File: src/rtl/i2c_slave_regfile_if.sv
// I2C bus pins seen by the register-file slave: raw SCL/SDA in, open-drain pull-down out.
interface i2c_slave_regfile_if;
   logic scl;
   logic sda_in;
   logic sda_oe;

   modport slave  (input scl, input sda_in, output sda_oe);
   modport master (output scl, output sda_in, input sda_oe);
endinterface

File: src/rtl/i2c_slave_regfile.sv
// I2C slave exposing a byte-wide register file with auto-incrementing pointer,
// plus a host-side write/read port. All bus sampling is done on synchronized SCL/SDA.
module i2c_slave_regfile #(
   parameter logic [6:0] SLAVE_ADDR = 7'h50,
   parameter int         NUM_REGS   = 16,
   localparam int        PTR_W      = $clog2(NUM_REGS)
) (
   input  logic               clk,
   input  logic               rst,
   input  logic               en,
   i2c_slave_regfile_if.slave bus,
   output logic               busy,
   output logic               wr_strobe,
   output logic [PTR_W-1:0]   wr_addr,
   output logic [7:0]         wr_data,
   input  logic               host_we,
   input  logic [PTR_W-1:0]   host_waddr,
   input  logic [7:0]         host_wdata,
   input  logic [PTR_W-1:0]   host_raddr,
   output logic [7:0]         host_rdata
);

   typedef enum logic [3:0] {
      IDLE, GET_ADDR, ACK_ADDR, GET_PTR, ACK_PTR,
      GET_DATA, ACK_DATA, SEND_DATA, GET_MACK
   } state_t;

   logic scl_p0_q, scl_p1_q, scl_p2_q, scl_p0_d, scl_p1_d, scl_p2_d;
   logic sda_p0_q, sda_p1_q, sda_p2_q, sda_p0_d, sda_p1_d, sda_p2_d;

   state_t           state_q, state_d;
   logic [3:0]       bit_cnt_q, bit_cnt_d;
   logic [7:0]       shreg_q, shreg_d;
   logic             rw_q, rw_d;
   logic             phase_q, phase_d;
   logic [PTR_W-1:0] ptr_q, ptr_d;
   logic             sda_oe_q, sda_oe_d;
   logic             busy_q, busy_d;
   logic             wr_strobe_q, wr_strobe_d;
   logic [PTR_W-1:0] wr_addr_q, wr_addr_d;
   logic [7:0]       wr_data_q, wr_data_d;
   logic [7:0]       host_rdata_q, host_rdata_d;
   logic [7:0]       regs_q [NUM_REGS];
   logic [7:0]       regs_d [NUM_REGS];

   logic             scl_rise, scl_fall, start_det, stop_det;
   logic [7:0]       rx_byte;
   logic [PTR_W-1:0] ptr_inc;
   logic [2:0]       tx_idx;

   // ---- stage p1/p2: synchronized levels and their previous values give edges
   assign scl_rise  =  scl_p1_q & ~scl_p2_q;
   assign scl_fall  = ~scl_p1_q &  scl_p2_q;
   assign start_det =  scl_p1_q & scl_p2_q & ~sda_p1_q &  sda_p2_q;
   assign stop_det  =  scl_p1_q & scl_p2_q &  sda_p1_q & ~sda_p2_q;
   assign rx_byte   = {shreg_q[6:0], sda_p1_q};
   assign ptr_inc   = ptr_q + PTR_W'(1);
   // bit_cnt_q holds the number of bits already clocked out when SCL falls
   assign tx_idx    = 3'd7 - bit_cnt_q[2:0];

   assign bus.sda_oe = sda_oe_q;
   assign busy       = busy_q;
   assign wr_strobe  = wr_strobe_q;
   assign wr_addr    = wr_addr_q;
   assign wr_data    = wr_data_q;
   assign host_rdata = host_rdata_q;

   always_comb begin
      scl_p0_d     = bus.scl;
      scl_p1_d     = scl_p0_q;
      scl_p2_d     = scl_p1_q;
      sda_p0_d     = bus.sda_in;
      sda_p1_d     = sda_p0_q;
      sda_p2_d     = sda_p1_q;
      state_d      = state_q;
      bit_cnt_d    = bit_cnt_q;
      shreg_d      = shreg_q;
      rw_d         = rw_q;
      phase_d      = phase_q;
      ptr_d        = ptr_q;
      sda_oe_d     = sda_oe_q;
      busy_d       = busy_q;
      wr_strobe_d  = 1'b0;
      wr_addr_d    = wr_addr_q;
      wr_data_d    = wr_data_q;
      host_rdata_d = regs_q[host_raddr];
      regs_d       = regs_q;

      // Host write first so a same-register I2C write below overrides it
      if (host_we) regs_d[host_waddr] = host_wdata;

      if (!en) begin
         state_d   = IDLE;
         sda_oe_d  = 1'b0;
         busy_d    = 1'b0;
         bit_cnt_d = '0;
         phase_d   = 1'b0;
      end else if (start_det) begin
         state_d   = GET_ADDR;
         bit_cnt_d = '0;
         phase_d   = 1'b0;
         sda_oe_d  = 1'b0;
      end else if (stop_det) begin
         state_d   = IDLE;
         bit_cnt_d = '0;
         phase_d   = 1'b0;
         sda_oe_d  = 1'b0;
         busy_d    = 1'b0;
      end else begin
         case (state_q)
            IDLE: sda_oe_d = 1'b0;
            GET_ADDR, GET_PTR, GET_DATA: begin
               sda_oe_d = 1'b0;
               if (scl_rise) begin
                  shreg_d   = rx_byte;
                  bit_cnt_d = bit_cnt_q + 4'd1;
                  if (bit_cnt_q == 4'd7) begin
                     bit_cnt_d = '0;
                     if (state_q == GET_ADDR) begin
                        if (rx_byte[7:1] == SLAVE_ADDR) begin
                           state_d = ACK_ADDR;
                           rw_d    = rx_byte[0];
                           busy_d  = 1'b1;
                        end else begin
                           state_d = IDLE;
                           busy_d  = 1'b0;
                        end
                     end else if (state_q == GET_PTR) begin
                        ptr_d   = rx_byte[PTR_W-1:0];
                        state_d = ACK_PTR;
                     end else begin
                        regs_d[ptr_q] = rx_byte;
                        wr_strobe_d   = 1'b1;
                        wr_addr_d     = ptr_q;
                        wr_data_d     = rx_byte;
                        ptr_d         = ptr_inc;
                        state_d       = ACK_DATA;
                     end
                  end
               end
            end
            ACK_ADDR, ACK_PTR, ACK_DATA: begin
               // First SCL fall after the 8th bit starts the ACK, the next one ends it
               if (scl_fall) begin
                  if (!phase_q) begin
                     sda_oe_d = 1'b1;
                     phase_d  = 1'b1;
                  end else begin
                     phase_d   = 1'b0;
                     sda_oe_d  = 1'b0;
                     bit_cnt_d = '0;
                     if (state_q != ACK_ADDR) begin
                        state_d = GET_DATA;
                     end else if (!rw_q) begin
                        state_d = GET_PTR;
                     end else begin
                        state_d  = SEND_DATA;
                        shreg_d  = regs_q[ptr_q];
                        sda_oe_d = ~regs_q[ptr_q][7];
                     end
                  end
               end
            end
            SEND_DATA: begin
               if (scl_rise) begin
                  bit_cnt_d = bit_cnt_q + 4'd1;
               end else if (scl_fall) begin
                  if (bit_cnt_q == 4'd8) begin
                     sda_oe_d  = 1'b0;
                     bit_cnt_d = '0;
                     state_d   = GET_MACK;
                  end else begin
                     sda_oe_d = ~shreg_q[tx_idx];
                  end
               end
            end
            GET_MACK: begin
               sda_oe_d = 1'b0;
               if (scl_rise) begin
                  if (!sda_p1_q) begin
                     phase_d = 1'b1;
                  end else begin
                     state_d = IDLE;
                     busy_d  = 1'b0;
                  end
               end else if (scl_fall && phase_q) begin
                  phase_d   = 1'b0;
                  ptr_d     = ptr_inc;
                  shreg_d   = regs_q[ptr_inc];
                  sda_oe_d  = ~regs_q[ptr_inc][7];
                  bit_cnt_d = '0;
                  state_d   = SEND_DATA;
               end
            end
            default: state_d = IDLE;
         endcase
      end
   end

   always_ff @(posedge clk) begin
      if (rst) begin
         scl_p0_q     <= 1'b1;
         scl_p1_q     <= 1'b1;
         scl_p2_q     <= 1'b1;
         sda_p0_q     <= 1'b1;
         sda_p1_q     <= 1'b1;
         sda_p2_q     <= 1'b1;
         state_q      <= IDLE;
         bit_cnt_q    <= '0;
         shreg_q      <= '0;
         rw_q         <= 1'b0;
         phase_q      <= 1'b0;
         ptr_q        <= '0;
         sda_oe_q     <= 1'b0;
         busy_q       <= 1'b0;
         wr_strobe_q  <= 1'b0;
         wr_addr_q    <= '0;
         wr_data_q    <= '0;
         host_rdata_q <= '0;
         for (int i = 0; i < NUM_REGS; i++) regs_q[i] <= '0;
      end else begin
         scl_p0_q     <= scl_p0_d;
         scl_p1_q     <= scl_p1_d;
         scl_p2_q     <= scl_p2_d;
         sda_p0_q     <= sda_p0_d;
         sda_p1_q     <= sda_p1_d;
         sda_p2_q     <= sda_p2_d;
         state_q      <= state_d;
         bit_cnt_q    <= bit_cnt_d;
         shreg_q      <= shreg_d;
         rw_q         <= rw_d;
         phase_q      <= phase_d;
         ptr_q        <= ptr_d;
         sda_oe_q     <= sda_oe_d;
         busy_q       <= busy_d;
         wr_strobe_q  <= wr_strobe_d;
         wr_addr_q    <= wr_addr_d;
         wr_data_q    <= wr_data_d;
         host_rdata_q <= host_rdata_d;
         regs_q       <= regs_d;
      end
   end

endmodule

File: src/flat_wrapper.sv
// flat-port wrapper written by rule: the top's interface ports become plain ports
module i2c_slave_regfile_flat 
#(
   parameter logic [6:0] SLAVE_ADDR = 7'h50,
   parameter int         NUM_REGS   = 16,
   localparam int        PTR_W      = $clog2(NUM_REGS)
)
  (clk, rst, en, busy, wr_strobe, wr_addr, wr_data, host_we, host_waddr, host_wdata, host_raddr, host_rdata, bus_scl, bus_sda_in, bus_sda_oe);
  i2c_slave_regfile_if bus_i ();
  input  logic clk;
  input  logic rst;
  input  logic en;
  output logic busy;
  output logic wr_strobe;
  output logic [PTR_W-1:0] wr_addr;
  output logic [7:0] wr_data;
  input  logic host_we;
  input  logic [PTR_W-1:0] host_waddr;
  input  logic [7:0] host_wdata;
  input  logic [PTR_W-1:0] host_raddr;
  output logic [7:0] host_rdata;
  input wire logic [$bits(bus_i.scl)-1:0] bus_scl;
  input wire logic [$bits(bus_i.sda_in)-1:0] bus_sda_in;
  output wire logic [$bits(bus_i.sda_oe)-1:0] bus_sda_oe;
  assign bus_i.scl = bus_scl;
  assign bus_i.sda_in = bus_sda_in;
  assign bus_sda_oe = bus_i.sda_oe;
  i2c_slave_regfile #(.SLAVE_ADDR(SLAVE_ADDR), .NUM_REGS(NUM_REGS)) u_core (.clk(clk), .rst(rst), .en(en), .bus(bus_i), .busy(busy), .wr_strobe(wr_strobe), .wr_addr(wr_addr), .wr_data(wr_data), .host_we(host_we), .host_waddr(host_waddr), .host_wdata(host_wdata), .host_raddr(host_raddr), .host_rdata(host_rdata));
endmodule
File: config.mk
export PLATFORM = sky130hd
export DESIGN_NAME = i2c_slave_regfile_flat
export DESIGN_NICKNAME = d
export VERILOG_FILES = /design/src/rtl/i2c_slave_regfile_if.sv /design/src/rtl/i2c_slave_regfile.sv /design/src/flat_wrapper.sv
export SDC_FILE = /design/constraint.sdc
export NUM_CORES = 1
export LEC_CHECK = 0
export ABC_AREA = 1
export ABC_CLOCK_PERIOD_IN_PS = 6500
export CAP_MARGIN = 20
export CORE_MARGIN = 2
export CORE_UTILIZATION = 40
export CTS_CLUSTER_SIZE = 30
export DETAILED_ROUTE_END_ITERATION = 8
export GPL_ROUTABILITY_DRIVEN = 0
export HOLD_SLACK_MARGIN = 0.08
export PLACE_DENSITY = 0.6
export SLEW_MARGIN = 40
export SYNTH_ARGS = -nofsm -noshare
export SYNTH_HDL_FRONTEND = slang
export SYNTH_SLANG_ARGS = --single-unit
File: constraint.sdc
create_clock -name clk -period 6.5 [get_ports clk]
set_clock_uncertainty 0.15 [all_clocks]
set_input_delay 1.3 -clock clk [delete_from_list [all_inputs] [get_ports clk]]
set_output_delay 1.3 -clock clk [all_outputs]
set_load 0.01 [all_outputs]
* Word-level counts from Yosys, hierarchy flattened
Index checks and enable logic that the tools add are counted.
** Cells by class
- Magnitude comparators :: 7
- Bitwise logic cells :: 27
- Equality and inequality tests :: 44
- Reduce and logical (&&, ||, !) cells :: 26
- Muxes and demuxes :: 94
- $add $sub $neg :: 3
** Operators by type and width (count)
- 128-bit 2-to-1 mux :: 9
- 128-bit bitwise mux :: 2
- 8-bit 2-to-1 mux :: 15
- 4-bit 2-to-1 mux :: 27
- 8-bit binary-select mux with 4-bit select :: 3
- 8-bit demux with 4-bit select :: 2
- 3-bit by 1-bit inequality test with 1-bit output (second input constant) :: 9
- 1-bit 2-to-1 mux :: 25
- 4-bit by 1-bit inequality test with 1-bit output (second input constant) :: 6
- 8-bit case mux with 3 select lines :: 1
- 8-bit AND reduction :: 3
- 4-bit by 3-bit equality test with 1-bit output (second input constant) :: 5
- 5-bit greater-or-equal comparator (second input constant) :: 4
- 4-bit NOT with 5-bit output :: 4
- 4-bit case mux with 5 select lines :: 1
- 10-bit AND reduction :: 2
- 2-bit by 1-bit inequality test with 1-bit output (second input constant) :: 8
- 1-bit NOT :: 16
- 4-bit case mux with 4 select lines :: 1
- 11-bit AND reduction :: 1
- 5-bit by 1-bit < comparator with 1-bit output (second input constant) :: 2
- 9-bit AND reduction :: 1
- 4-bit by 1-bit adder with 4-bit output (second input constant) :: 2
- 4-bit by 2-bit equality test with 1-bit output (second input constant) :: 2
- other kinds (30) :: 50
** Storage, ports and cells
- Flip-flop bits (word level) :: 179
- Word-level logic and storage cells :: 236

* Depth between registers and ports, before layout
Gate-level depths: netlist of the first run.
- Depth after elaboration :: 16
- Mapped depth :: 16

* Worst setup path after synthesis of the first run
OpenSTA, ideal clock, no wires.
- Path kind :: input-to-reg
- Start point :: input host_raddr[0]
- End point :: register u_core.host_rdata_q[1] (netlist: u_core.host_rdata[1])
- Path slack :: 3.928 ns
- Cell stages on the path :: 7
- Buffers on the path :: 2
- Arrival time :: 2.291 ns
- Required time :: 6.218 ns
- Cell sequence :: clkbuf_1 clkbuf_1 a21oi_1 o21ai_0 o21ai_0 o211ai_1 a21oi_1
** On the way
- Cells in the longest elaborated chain, start to end :: 4
** RTL lines
- start, declared :: RTL line flat_wrapper.sv:20 : input logic [PTR_W-1:0] host_raddr;
- 4-bit NOT with 5-bit output (not written as such) :: RTL line i2c_slave_regfile.sv:86 : host_rdata_d = regs_q[host_raddr];
- 8-bit binary-select mux with 4-bit select :: RTL line i2c_slave_regfile.sv:86
- 8-bit 2-to-1 mux (not written as such) (2 in a row) :: RTL line i2c_slave_regfile.sv:86
- end signal, assigned :: RTL line i2c_slave_regfile.sv:239 : host_rdata_q <= host_rdata_d;
- end, declared :: RTL line i2c_slave_regfile.sv:42 : logic [7:0] host_rdata_q, host_rdata_d;
Every way passes these cells. The select of a mux whose other input is x is not followed.
A chain may end at the register's enable or synchronous reset.

* Worst setup path after layout of the first run
- Start point :: register u_core.ptr_q[0]
- End point :: register u_core.shreg_q[3]
** On the way
- Cells in the longest elaborated chain, start to end :: 9
- Elaborated cells between the ends (all ways) :: 16
- Those cells by class :: add/sub: 1; mux: 13; bitwise: 2
** RTL lines
- start, declared :: RTL line i2c_slave_regfile.sv:36 : logic [PTR_W-1:0] ptr_q, ptr_d;
- start signal, assigned :: RTL line i2c_slave_regfile.sv:233 : ptr_q <= ptr_d;
- parallel branches: the longest is 8 deep, another holds 4-bit by 1-bit adder with 4-bit output
- 8-bit case mux with 3 select lines (*) :: RTL line i2c_slave_regfile.sv:110 : case (state_q)
- end signal, assigned :: RTL line i2c_slave_regfile.sv:230 : shreg_q <= shreg_d;
- end, declared :: RTL line i2c_slave_regfile.sv:33 : logic [7:0] shreg_q, shreg_d;
Mark *: on every way between the ends. The select of a mux whose other input is x is not followed.

==> tab_implementation.tex, run 1 <==
\begin{tabular}{lr}
\hline
Metric & Value \\
\hline
\multicolumn{2}{l}{\textbf{Status}} \\
\quad Outcome & complete, no violations \\
\multicolumn{2}{l}{\textbf{Yosys}} \\
\quad Sequential-to-total area share from yosys stat & 30.2\% \\
\quad Cell Area, Synth & 11900 µm² \\
\quad Gate count after technology mapping & 1892 \\
\quad Syn nets & 1920 \\
\quad \#FFs+latches synth & 179 \\
\quad YS warnings & 0 \\
\quad Synth cell types & 38 \\
\quad Syn Area/Cell & 6.28 µm² \\
\multicolumn{2}{l}{\textbf{Floorplan}} \\
\quad Die Span X & 176 µm \\
\quad IO Pins & 45 \\
\quad Total core area & 29500 µm² \\
\quad Initial Util & 40.3\% \\
\quad Placement Rows & 63 \\
\quad Area of the die & 31100 µm² \\
\quad Die Ht & 176 µm \\
\multicolumn{2}{l}{\textbf{Job}} \\
\quad Max\_cap viols & 0 \\
\multicolumn{2}{l}{\textbf{Critical path}} \\
\quad Reg2Reg Depth & 12 \\
\quad Reg-to-reg slack, setup & 2.87 ns \\
\quad Critical-path top delay cell & clkinv\_2 \\
\quad Endpoint kind of the worst setup timing path & register \\
\quad Worst-path maximum fanout & 50 \\
\quad Critical path depth & 12 \\
\quad Crit path capture & u\_core.shreg\_q[3]\$\_SDFFE\_PP0P\_ \\
\quad Count of buffering cells on the critical path with inverters included & 2 \\
\quad Launch instance of the worst register-to-register path & u\_core.ptr\_q[0]\$\_SDFFE\_PP0P\_ \\
\quad Crit-path cells & clkinv\_2 > ha\_1 > clkinv\_1 > nor2\_1 > o21ai\_0 > nand3\_1 > nand3\_1 > nand2\_1 > nand2\_1 > nand2\_1 > nor2\_1 > nor2\_1 \\
\quad Critical Path Source Type & register \\
\quad Worst R2R End & u\_core.shreg\_q[3]\$\_SDFFE\_PP0P\_ \\
\quad Worst path arrival time & 3.86 ns \\
\quad Worst Path Required & 6.74 ns \\
\quad Slowest cell delay on critical path & 0.63 ns \\
\quad Worst path top cell family by delay & buffers and inverters \\
\quad Worst setup path class & reg -> reg \\
\quad Launching element of the worst setup path & u\_core.ptr\_q[0]\$\_SDFFE\_PP0P\_ \\
\multicolumn{2}{l}{\textbf{Clock network}} \\
\quad Number of CTS-inserted buffers & 17 \\
\quad Post-cts gate resize count & 0 \\
\quad Clk sink count & 179 \\
\quad Clock Path Buffers & 2 \\
\quad Clock latency reported for the late side of the worst-skew pair & 0.46 ns \\
\quad Post-CTS Hold Fix Bufs & 0 \\
\quad Setup Buffers After CTS & 0 \\
\quad CTS tree & built \\
\quad Clock-pin transition on the worst setup and hold timing paths & 0.08 ns \\
\quad Root buffer selected by CTS & clkbuf\_16 \\
\quad Count of H-tree levels built during CTS & 4 \\
\multicolumn{2}{l}{\textbf{Power and ir drop}} \\
\quad Areal power density over the cells & 203 nW/µm² \\
\quad Total Power & 0.00260 W \\
\quad Peak supply drop & 0.000196 V \\
\quad Leakage power figure & 4.82 nW \\
\multicolumn{2}{l}{\textbf{Placement}} \\
\quad Place WS & 2.91 ns \\
\quad Detailed-placement wirelength estimate & 31.8 mm \\
\quad Port Buffers & 44 \\
\multicolumn{2}{l}{\textbf{Global route}} \\
\quad Vias in the first global route & 11.7k \\
\quad Pin count of the biggest net entering global routing & 104 \\
\quad Final global-route overflow total & 0 \\
\quad Wire length of the first global-routing pass & 71.7 mm \\
\quad Number of antenna violations at the first check in global routing & 0 \\
\quad Aggregate global-route resource usage & 30.3\% \\
\multicolumn{2}{l}{\textbf{Timing}} \\
\quad Hold violation count in the final report & 0 \\
\quad Highest clock rate & 276 MHz \\
\quad Crit path time final & 3.63 ns \\
\quad Worst Tran Pin Value & 0.937 ns \\
\quad Slew Viols, Final & 0 \\
\quad Post-route setup TNS & 0 ns \\
\quad Number of setup violations in the final report & 0 \\
\quad Setup repair after global routing missed its margin & no \\
\quad Max-Slew Margin vs Limit & 37.2\% \\
\quad Part of the cycle the worst path needs & 55.8\% \\
\quad Final critical-path setup slack & 2.87 ns \\
\multicolumn{2}{l}{\textbf{Route}} \\
\quad DRC errors left & 0 \\
\quad Violation count after the first detailed-route iteration & 1718 \\
\quad Detail-routed net length per standard cell & 21.2 µm \\
\quad Mean number of vias per cell & 5.98 \\
\quad Via Count & 13.3k \\
\quad Aggregate routed wire length & 47.3 mm \\
\quad Detailed-router iteration count before antenna repair & 7 \\
\quad ANT nets after route & 0 \\
\multicolumn{2}{l}{\textbf{Hold path}} \\
\quad HP Class & reg -> reg \\
\multicolumn{2}{l}{\textbf{Final layout}} \\
\quad Final core utilization & 43.5\% \\
\quad Layout cell share with drive strength beyond 1 & 6.15\% \\
\quad Layout net count & 1853 \\
\quad Area added between synthesis and finish & 7.82\% \\
\hline
\end{tabular}
-- per-stage QoR --
| stage | hold WS [ns] | cells | cell area, µm² |
|---|---|---|---|
| global placement | 0.243 | 2196 | 12200 |
| global route | 0.279 | 2228 | 12800 |
| detailed placement | 0.245 | 2196 | 12200 |
| CTS | 0.263 | 2228 | 12800 |
| finish | 0.263 | 2229 | 12800 |
| floorplan | 0.239 | 1892 | 11900 |
-- cell families (layout without fill, tap and decap cells) --
family / count (synthesis) / in the layout / share of synthesized area (%)
flip-flops: 179 / 179 / 30.2
other: 0 / 1 / 0
multiplexers: 1 / 1 / 0.0948
AO/OA/AOI/OAI: 803 / 803 / 34.7
adder cells (fa/ha/maj): 6 / 6 / 0.632
XOR/XNOR: 4 / 4 / 0.453
buffers and inverters: 283 / 229 / 10.2
AND/OR/NAND/NOR: 616 / 616 / 23.7
-- worst min-delay path by stage --
stage          depth (start not counted)  slack, ns                       start                    endpoint
3_5_place_dp                           1       0.24  u_core.scl_p0_q$_SDFF_PP1_  u_core.scl_p1_q$_SDFF_PP1_
5_1_grt                                1       0.28  u_core.sda_p0_q$_SDFF_PP1_  u_core.sda_p1_q$_SDFF_PP1_
3_3_place_gp                           1       0.24  u_core.sda_p0_q$_SDFF_PP1_  u_core.sda_p1_q$_SDFF_PP1_
4_1_cts                                1       0.26  u_core.scl_p0_q$_SDFF_PP1_  u_core.scl_p1_q$_SDFF_PP1_
2_1_floorplan                          1       0.24  u_core.scl_p0_q$_SDFF_PP1_  u_core.scl_p1_q$_SDFF_PP1_
6_report                               1       0.26  u_core.scl_p0_q$_SDFF_PP1_  u_core.scl_p1_q$_SDFF_PP1_
-- sequential cells by signal (all words and copies together) (netlist names), 4 cells and up --
register / count
u_core.bit_cnt_q: 4
u_core.host_rdata: 8
u_core.ptr_q: 4
u_core.regs_q: 128
u_core.shreg_q: 8
u_core.state_q: 4
u_core.wr_addr: 4
u_core.wr_data: 8
-- routing by layer --
| layer | up-vias | part of all wire, % | global-route usage, % |
|---|---|---|---|
| li1 | 6320 | - | - |
| met1 | 6158 | 43 | 42.8 |
| met2 | 737 | 42 | 44.5 |
| met3 | 117 | 10 | 5.75 |
| met4 | 0 | 4.1 | 13.5 |
| met5 | - | 0 | 0 |
-- report_power, final --
group	internal [W]	total [W]	switching (W)	leakage, nW
clock network	0.000513	0.00104	0.000525	0.271
logic	0.000114	0.000418	0.000304	3.10
registers	0.00112	0.00114	0.0000269	1.45
-- cell usage after synthesis, drive strengths merged --
cell type  count  area [µm²]
nand2        368        1390
nand3        120         676
nand3b         1        7.51
a31oi          2        12.5
buf           46         322
mux2           1        11.3
o211ai        39         293
clkinv         9        33.8
inv          128         485
o31ai          1        7.51
nor3b          2        20.0
nor3          11         156
xnor2          1        8.76
nor2         103         495
nand4          5        31.3
or2            6        37.5
clkbuf       100         375
o21ai        474        2370
ha             6        75.1
dfxtp        179        3580
o2111ai        2        17.5
xor2           3        45.1
a21oi        285        1430
-- cells in the final DEF (no fill, tap or decap), types with 30 or more instances in the layout --
cell / n
o21ai_0: 444
nand2_1: 364
a21oi_1: 285
dfxtp_1: 177
inv_1: 122
nand3_1: 111
nor2_1: 85
clkdlybuf4s50_1: 42
o211ai_1: 39
o21ai_1: 30
-- worst register-to-register path, delay by kind of cell, from the launching register on --
kind            cells  cell delay, ns
simple gates        8            0.92
buf+inv             2            1.20
compound gates      1            0.10
flops               1            0.62
fa+ha+maj           1            0.58
-- cell type report --
type / instances / area, µm²
fillers: 3104 / 16700
multi-input cells: 1430 / 7100
flip-flops and latches: 179 / 3590
repair buffers: 60 / 554
inverters: 137 / 526
well taps: 390 / 488
clock buffers: 18 / 439
clock inverters: 14 / 119
diodes: 1 / 2.50
Power figures use the tool's default switching activity.
==> run 2: changes to the inputs <==
--- a/config.mk
+++ b/config.mk
@@ -6,7 +6,7 @@
 export NUM_CORES = 1
 export LEC_CHECK = 0
 export ABC_AREA = 1
-export ABC_CLOCK_PERIOD_IN_PS = 6500
+export ABC_CLOCK_PERIOD_IN_PS = 3700
 export CAP_MARGIN = 20
 export CORE_MARGIN = 2
 export CORE_UTILIZATION = 40
==> constraint.sdc (replaced) <==
create_clock -name clk -period 3.7 [get_ports clk]
set_clock_uncertainty 0.15 [all_clocks]
set_input_delay 0.74 -clock clk [delete_from_list [all_inputs] [get_ports clk]]
set_output_delay 0.74 -clock clk [all_outputs]
set_load 0.01 [all_outputs]
==> tab_implementation.tex, run 2 (synthesis results as in run 1) <==
\begin{tabular}{lr}
\hline
Metric & Value \\
\hline
\multicolumn{2}{l}{\textbf{Status}} \\
\quad Outcome & complete, no violations \\
\multicolumn{2}{l}{\textbf{Final layout}} \\
\quad Register containing the most flip-flops in the final layout & u\_core.regs\_q \\
\quad Commonest non-fill, non-tap cell in the layout & o21ai\_0 \\
\quad Post-route insts no fill & 2237 \\
\quad Max reg flops & 128 \\
\quad Top library cells by usage in the layout, fill and taps aside & o21ai\_0 (444), nand2\_1 (364), a21oi\_1 (285) \\
\quad Area added between synthesis and finish & 8.73\% \\
\quad Layout cell share with drive strength beyond 1 & 6.28\% \\
\quad ANT cells & 0 \\
\quad Layout net count & 1862 \\
\multicolumn{2}{l}{\textbf{Floorplan}} \\
\quad Die Ht & 176 µm \\
\quad IO Pins & 45 \\
\quad Area of the die & 31100 µm² \\
\quad Placement Rows & 63 \\
\quad Total core area & 29500 µm² \\
\quad Initial Util & 40.3\% \\
\quad Die Span X & 176 µm \\
\multicolumn{2}{l}{\textbf{Route}} \\
\quad Via Count & 13.3k \\
\quad Aggregate routed wire length & 45.8 mm \\
\quad DRC errors left & 0 \\
\quad Detail-routed net length per standard cell & 20.5 µm \\
\quad Mean number of vias per cell & 5.97 \\
\quad Violation count after the first detailed-route iteration & 1774 \\
\quad ANT nets after route & 0 \\
\quad Detailed-router iteration count before antenna repair & 6 \\
\multicolumn{2}{l}{\textbf{Clock network}} \\
\quad Count of H-tree levels built during CTS & 4 \\
\quad Root buffer selected by CTS & clkbuf\_16 \\
\quad Clock-pin transition on the worst setup and hold timing paths & 0.07 ns \\
\quad Clock Path Buffers & 2 \\
\quad Clock latency reported for the late side of the worst-skew pair & 0.46 ns \\
\quad Post-CTS Hold Fix Bufs & 0 \\
\quad Post-cts gate resize count & 0 \\
\quad Setup Buffers After CTS & 0 \\
\quad CTS tree & built \\
\quad Clk sink count & 179 \\
\quad Number of CTS-inserted buffers & 17 \\
\multicolumn{2}{l}{\textbf{Placement}} \\
\quad Port Buffers & 44 \\
\quad Detailed-placement wirelength estimate & 31.2 mm \\
\quad Place WS & 0.730 ns \\
\quad Cell count after placement & 2205 \\
\multicolumn{2}{l}{\textbf{Critical path}} \\
\quad Critical Path Source Type & register \\
\quad Endpoint kind of the worst setup timing path & register \\
\quad Worst Path Required & 3.95 ns \\
\quad Reg-to-reg slack, setup & 0.72 ns \\
\quad Worst path arrival time & 3.23 ns \\
\quad Worst setup path class & reg -> reg \\
\quad Worst-path maximum fanout & 20 \\
\multicolumn{2}{l}{\textbf{Power and ir drop}} \\
\quad Areal power density over the cells & 354 nW/µm² \\
\quad Peak supply drop & 0.000342 V \\
\quad Leakage power figure & 4.88 nW \\
\multicolumn{2}{l}{\textbf{Global route}} \\
\quad Vias in the first global route & 11.7k \\
\quad Aggregate global-route resource usage & 29.5\% \\
\quad Pin count of the biggest net entering global routing & 119 \\
\quad Wire length of the first global-routing pass & 70.0 mm \\
\quad Number of antenna violations at the first check in global routing & 0 \\
\quad Final global-route overflow total & 0 \\
\multicolumn{2}{l}{\textbf{Timing}} \\
\quad Post-route setup TNS & 0 ns \\
\quad Highest clock rate & 336 MHz \\
\quad Number of setup violations in the final report & 0 \\
\quad Crit path time final & 2.98 ns \\
\quad Hold violation count in the final report & 0 \\
\quad Final critical-path setup slack & 0.721 ns \\
\quad Worst Tran Pin Value & 0.906 ns \\
\quad Part of the cycle the worst path needs & 80.5\% \\
\quad Hold\_ws & 0.261 ns \\
\quad Setup repair after global routing missed its margin & no \\
\quad Max-Slew Margin vs Limit & 39.2\% \\
\quad Slew Viols, Final & 0 \\
\multicolumn{2}{l}{\textbf{Job}} \\
\quad Max\_cap viols & 0 \\
\multicolumn{2}{l}{\textbf{Hold path}} \\
\quad HP Class & reg -> reg \\
\hline
\end{tabular}
-- run 2: final cells by class --
type	instances	area, µm²
Fill cell	3105	16600
Multi-Input combinational cell	1430	7090
Sequential cell	179	3590
Timing Repair Buffer	69	668
Inverter	137	522
Tap cell	390	488
Clock buffer	17	425
Clock inverter	15	138
-- run 2: through the flow --
| step | utilization [%] | total power [W] | instance area (µm²) |
|---|---|---|---|
| global route | 43.8 | 0.00474 | 12900 |
| floorplan | - | 0.00250 | 11900 |
| global placement | 41.9 | 0.00277 | 12400 |
| CTS | 43.8 | 0.00457 | 12900 |
| detailed placement | 41.9 | 0.00278 | 12400 |
| finish | 43.8 | 0.00457 | 12900 |
-- run 2: critical path, cell delays in order, from the launching register on --
cell and delay, ns:
dfxtp_2 0.60, inv_1 0.11, ha_1 0.32, clkinv_1 0.61, nor2_1 0.26, o21ai_0 0.10, nand3_1 0.15, nand3_1 0.21
nand2_1 0.13, nand2_1 0.06, nand2_1 0.09, nor2_1 0.04, nor2_1 0.08
-- run 2: worst paths after layout --
check / depth (start not counted) / to / from
worst max-delay path: 12 / u_core.shreg_q[3]$_SDFFE_PP0P_ / u_core.ptr_q[1]$_SDFFE_PP0P_
worst min-delay path: 1 / u_core.sda_p1_q$_SDFF_PP1_ / u_core.sda_p0_q$_SDFF_PP1_
worst min register to register: 1 / u_core.sda_p1_q$_SDFF_PP1_ / u_core.sda_p0_q$_SDFF_PP1_
worst max register to register: 12 / u_core.shreg_q[3]$_SDFFE_PP0P_ / u_core.ptr_q[1]$_SDFFE_PP0P_
-- run 2: report_power, final --
group / total [W] / internal (W) / switching [W]
clock network: 0.00180 / 0.000890 / 0.000914
logic: 0.000764 / 0.000210 / 0.000554
registers: 0.00200 / 0.00196 / 0.0000369
-- run 2: layer usage --
metal  vias up  global-route usage [%]  share of wire, %
met4         0                    10.5               2.9
li1       6340                       -                 -
met1      6197                    41.2                43
met5         -                       0                 0
met3        86                    6.55                11
met2       726                    44.5                43
==> run 3: changes to the inputs <==
--- a/config.mk
+++ b/config.mk
@@ -6,7 +6,7 @@
 export NUM_CORES = 1
 export LEC_CHECK = 0
 export ABC_AREA = 1
-export ABC_CLOCK_PERIOD_IN_PS = 3700
+export ABC_CLOCK_PERIOD_IN_PS = 3040
 export CAP_MARGIN = 20
 export CORE_MARGIN = 2
 export CORE_UTILIZATION = 40
==> constraint.sdc (replaced) <==
create_clock -name clk -period 3.04 [get_ports clk]
set_clock_uncertainty 0.15 [all_clocks]
set_input_delay 0.608 -clock clk [delete_from_list [all_inputs] [get_ports clk]]
set_output_delay 0.608 -clock clk [all_outputs]
set_load 0.01 [all_outputs]
==> tab_implementation.tex, run 3 (synthesis results as in run 1) <==
\begin{tabular}{lr}
\hline
Metric & Value \\
\hline
\multicolumn{2}{l}{\textbf{Status}} \\
\quad Outcome & complete, no violations \\
\multicolumn{2}{l}{\textbf{Hold path}} \\
\quad HP Class & reg -> reg \\
\quad Hold-critical path depth & 1 \\
\multicolumn{2}{l}{\textbf{Power and ir drop}} \\
\quad Leakage power figure & 5.09 nW \\
\quad Peak supply drop & 0.000388 V \\
\quad Areal power density over the cells & 445 nW/µm² \\
\multicolumn{2}{l}{\textbf{Critical path}} \\
\quad Critical-path top delay cell & dfxtp\_4 \\
\quad Launching element of the worst setup path & u\_core.ptr\_q[0]\$\_SDFFE\_PP0P\_ \\
\quad Worst-path maximum fanout & 10 \\
\quad Endpoint kind of the worst setup timing path & register \\
\quad Worst path arrival time & 2.86 ns \\
\quad Launch instance of the worst register-to-register path & u\_core.ptr\_q[0]\$\_SDFFE\_PP0P\_ \\
\quad Slowest cell delay on critical path & 0.39 ns \\
\quad Crit-path cells & clkinv\_2 > ha\_1 > clkinv\_1 > buf\_4 > nor2\_1 > o21ai\_0 > nand3\_1 > nand3\_1 > nand2\_1 > nand2\_1 > nand2\_1 > nor2\_1 > nor2\_1 \\
\quad Worst setup path class & reg -> reg \\
\quad Reg2Reg Depth & 13 \\
\quad Worst Path Required & 3.29 ns \\
\quad Critical Path Source Type & register \\
\quad Crit path capture & u\_core.shreg\_q[3]\$\_SDFFE\_PP0P\_ \\
\quad Worst R2R End & u\_core.shreg\_q[3]\$\_SDFFE\_PP0P\_ \\
\quad Reg-to-reg slack, setup & 0.43 ns \\
\multicolumn{2}{l}{\textbf{Floorplan}} \\
\quad Total core area & 29500 µm² \\
\quad Initial Util & 40.3\% \\
\quad Die Ht & 176 µm \\
\quad Placement Rows & 63 \\
\quad IO Pins & 45 \\
\quad Area of the die & 31100 µm² \\
\quad Die Span X & 176 µm \\
\multicolumn{2}{l}{\textbf{Placement}} \\
\quad Post-detailed-placement cell area & 12600 µm² \\
\quad Port Buffers & 44 \\
\quad Detailed-placement wirelength estimate & 31.9 mm \\
\multicolumn{2}{l}{\textbf{Final layout}} \\
\quad Commonest non-fill, non-tap cell in the layout & o21ai\_0 \\
\quad ANT cells & 0 \\
\quad Area added between synthesis and finish & 11.7\% \\
\quad Top library cells by usage in the layout, fill and taps aside & o21ai\_0 (444), nand2\_1 (364), a21oi\_1 (285) \\
\quad Max reg flops & 128 \\
\quad Number of inserted filler cells in the final layout & 3085 \\
\quad Area taken by multi-input logic gates & 7090 µm² \\
\quad Sequential cell area & 3590 µm² \\
\quad Fin area & 13300 µm² \\
\quad Layout cell share with drive strength beyond 1 & 7.93\% \\
\quad Layout net count & 1895 \\
\quad Register containing the most flip-flops in the final layout & u\_core.regs\_q \\
\multicolumn{2}{l}{\textbf{Timing}} \\
\quad Highest clock rate & 384 MHz \\
\quad Post-route setup TNS & 0 ns \\
\quad Setup repair after global routing missed its margin & no \\
\quad Hold\_ws & 0.259 ns \\
\quad Worst Tran Pin Value & 0.740 ns \\
\quad Crit path time final & 2.61 ns \\
\quad Max-Slew Margin vs Limit & 50.7\% \\
\quad Number of setup violations in the final report & 0 \\
\quad Part of the cycle the worst path needs & 85.7\% \\
\quad Slew Viols, Final & 0 \\
\quad Hold violation count in the final report & 0 \\
\multicolumn{2}{l}{\textbf{Clock network}} \\
\quad Clock-pin transition on the worst setup and hold timing paths & 0.08 ns \\
\quad Root buffer selected by CTS & clkbuf\_16 \\
\quad Setup Buffers After CTS & 0 \\
\quad Clock Path Buffers & 2 \\
\quad Post-CTS Hold Fix Bufs & 0 \\
\quad Post-cts gate resize count & 0 \\
\quad Number of CTS-inserted buffers & 17 \\
\quad Clock latency reported for the late side of the worst-skew pair & 0.46 ns \\
\quad CTS tree & built \\
\quad Clk sink count & 179 \\
\quad Count of H-tree levels built during CTS & 4 \\
\multicolumn{2}{l}{\textbf{Route}} \\
\quad DRC errors left & 0 \\
\quad Detailed-router iteration count before antenna repair & 8 \\
\quad Detail-routed net length per standard cell & 20.4 µm \\
\quad Via Count & 13.5k \\
\quad Aggregate routed wire length & 46.2 mm \\
\quad Violation count after the first detailed-route iteration & 2024 \\
\quad ANT nets after route & 0 \\
\quad Mean number of vias per cell & 5.94 \\
\multicolumn{2}{l}{\textbf{Global route}} \\
\quad Vias in the first global route & 11.8k \\
\quad Pin count of the biggest net entering global routing & 119 \\
\quad Aggregate global-route resource usage & 29.6\% \\
\quad Wire length of the first global-routing pass & 70.4 mm \\
\quad Final global-route overflow total & 0 \\
\quad Number of antenna violations at the first check in global routing & 0 \\
\multicolumn{2}{l}{\textbf{Job}} \\
\quad Max\_cap viols & 0 \\
\hline
\end{tabular}
[run 3: cell types whose count changed in the layout (fill, tap and decap cells not counted)]
cell        before  now
clkinvlp_4       2    1
buf_4           21   52
inv_8            2    1
inv_6            8    9
bufinv_16        0    4
clkinv_4         2    0
clkinv_8         1    0
buf_12           4    6
[run 3: how the worst min path moves through the flow]
stage	start	end	slack, ns
after floorplan	u_core.scl_p0_q$_SDFF_PP1_	u_core.scl_p1_q$_SDFF_PP1_	0.24
after global placement	u_core.scl_p0_q$_SDFF_PP1_	u_core.scl_p1_q$_SDFF_PP1_	0.24
after detailed placement	u_core.sda_p0_q$_SDFF_PP1_	u_core.sda_p1_q$_SDFF_PP1_	0.24
after CTS	u_core.sda_p0_q$_SDFF_PP1_	u_core.sda_p1_q$_SDFF_PP1_	0.26
after global routing	u_core.sda_p0_q$_SDFF_PP1_	u_core.sda_p1_q$_SDFF_PP1_	0.28
final	u_core.sda_p0_q$_SDFF_PP1_	u_core.sda_p1_q$_SDFF_PP1_	0.26
[run 3: worst max-delay path, delay by kind of cell, from the launching register on]
family / cells / cell delay [ns]
flops: 1 / 0.39
fa+ha+maj: 1 / 0.30
simple gates: 8 / 0.83
compound gates: 1 / 0.09
buf+inv: 3 / 0.77
[run 3: cell type report]
cell class | instances | area share, %
flip-flops and latches | 179 | 27.0
repair buffers | 102 | 7.09
clock buffers | 17 | 3.21
inverters | 137 | 3.93
clock inverters | 15 | 1.61
well taps | 390 | 3.68
multi-input cells | 1430 | 53.4
[run 3: layer usage]
| metal | vias up | GRT usage [%] | share of wire (%) |
|---|---|---|---|
| met2 | 755 | 44.2 | 43 |
| met4 | 0 | 11.4 | 3.7 |
| met5 | - | 0 | 0 |
| li1 | 6397 | - | - |
| met1 | 6229 | 41.3 | 43 |
| met3 | 109 | 6.46 | 11 |
[run 3: stage by stage]
step                std cells  utilization (%)  worst slack [ns]  power (W)
global placement         2238             42.8             0.397    0.00341
floorplan                1892                -             0.570    0.00304
finish                   2270             45.0             0.435    0.00591
global route             2270             45.0             0.174    0.00610
detailed placement       2238             42.8             0.351    0.00341
CTS                      2270             45.0             0.474    0.00589
[run 3: power breakdown]
group | total [W] | internal, W | switching [W]
combinational | 0.000964 | 0.000283 | 0.000681
sequential | 0.00243 | 0.00239 | 0.0000405
clock | 0.00252 | 0.00140 | 0.00111
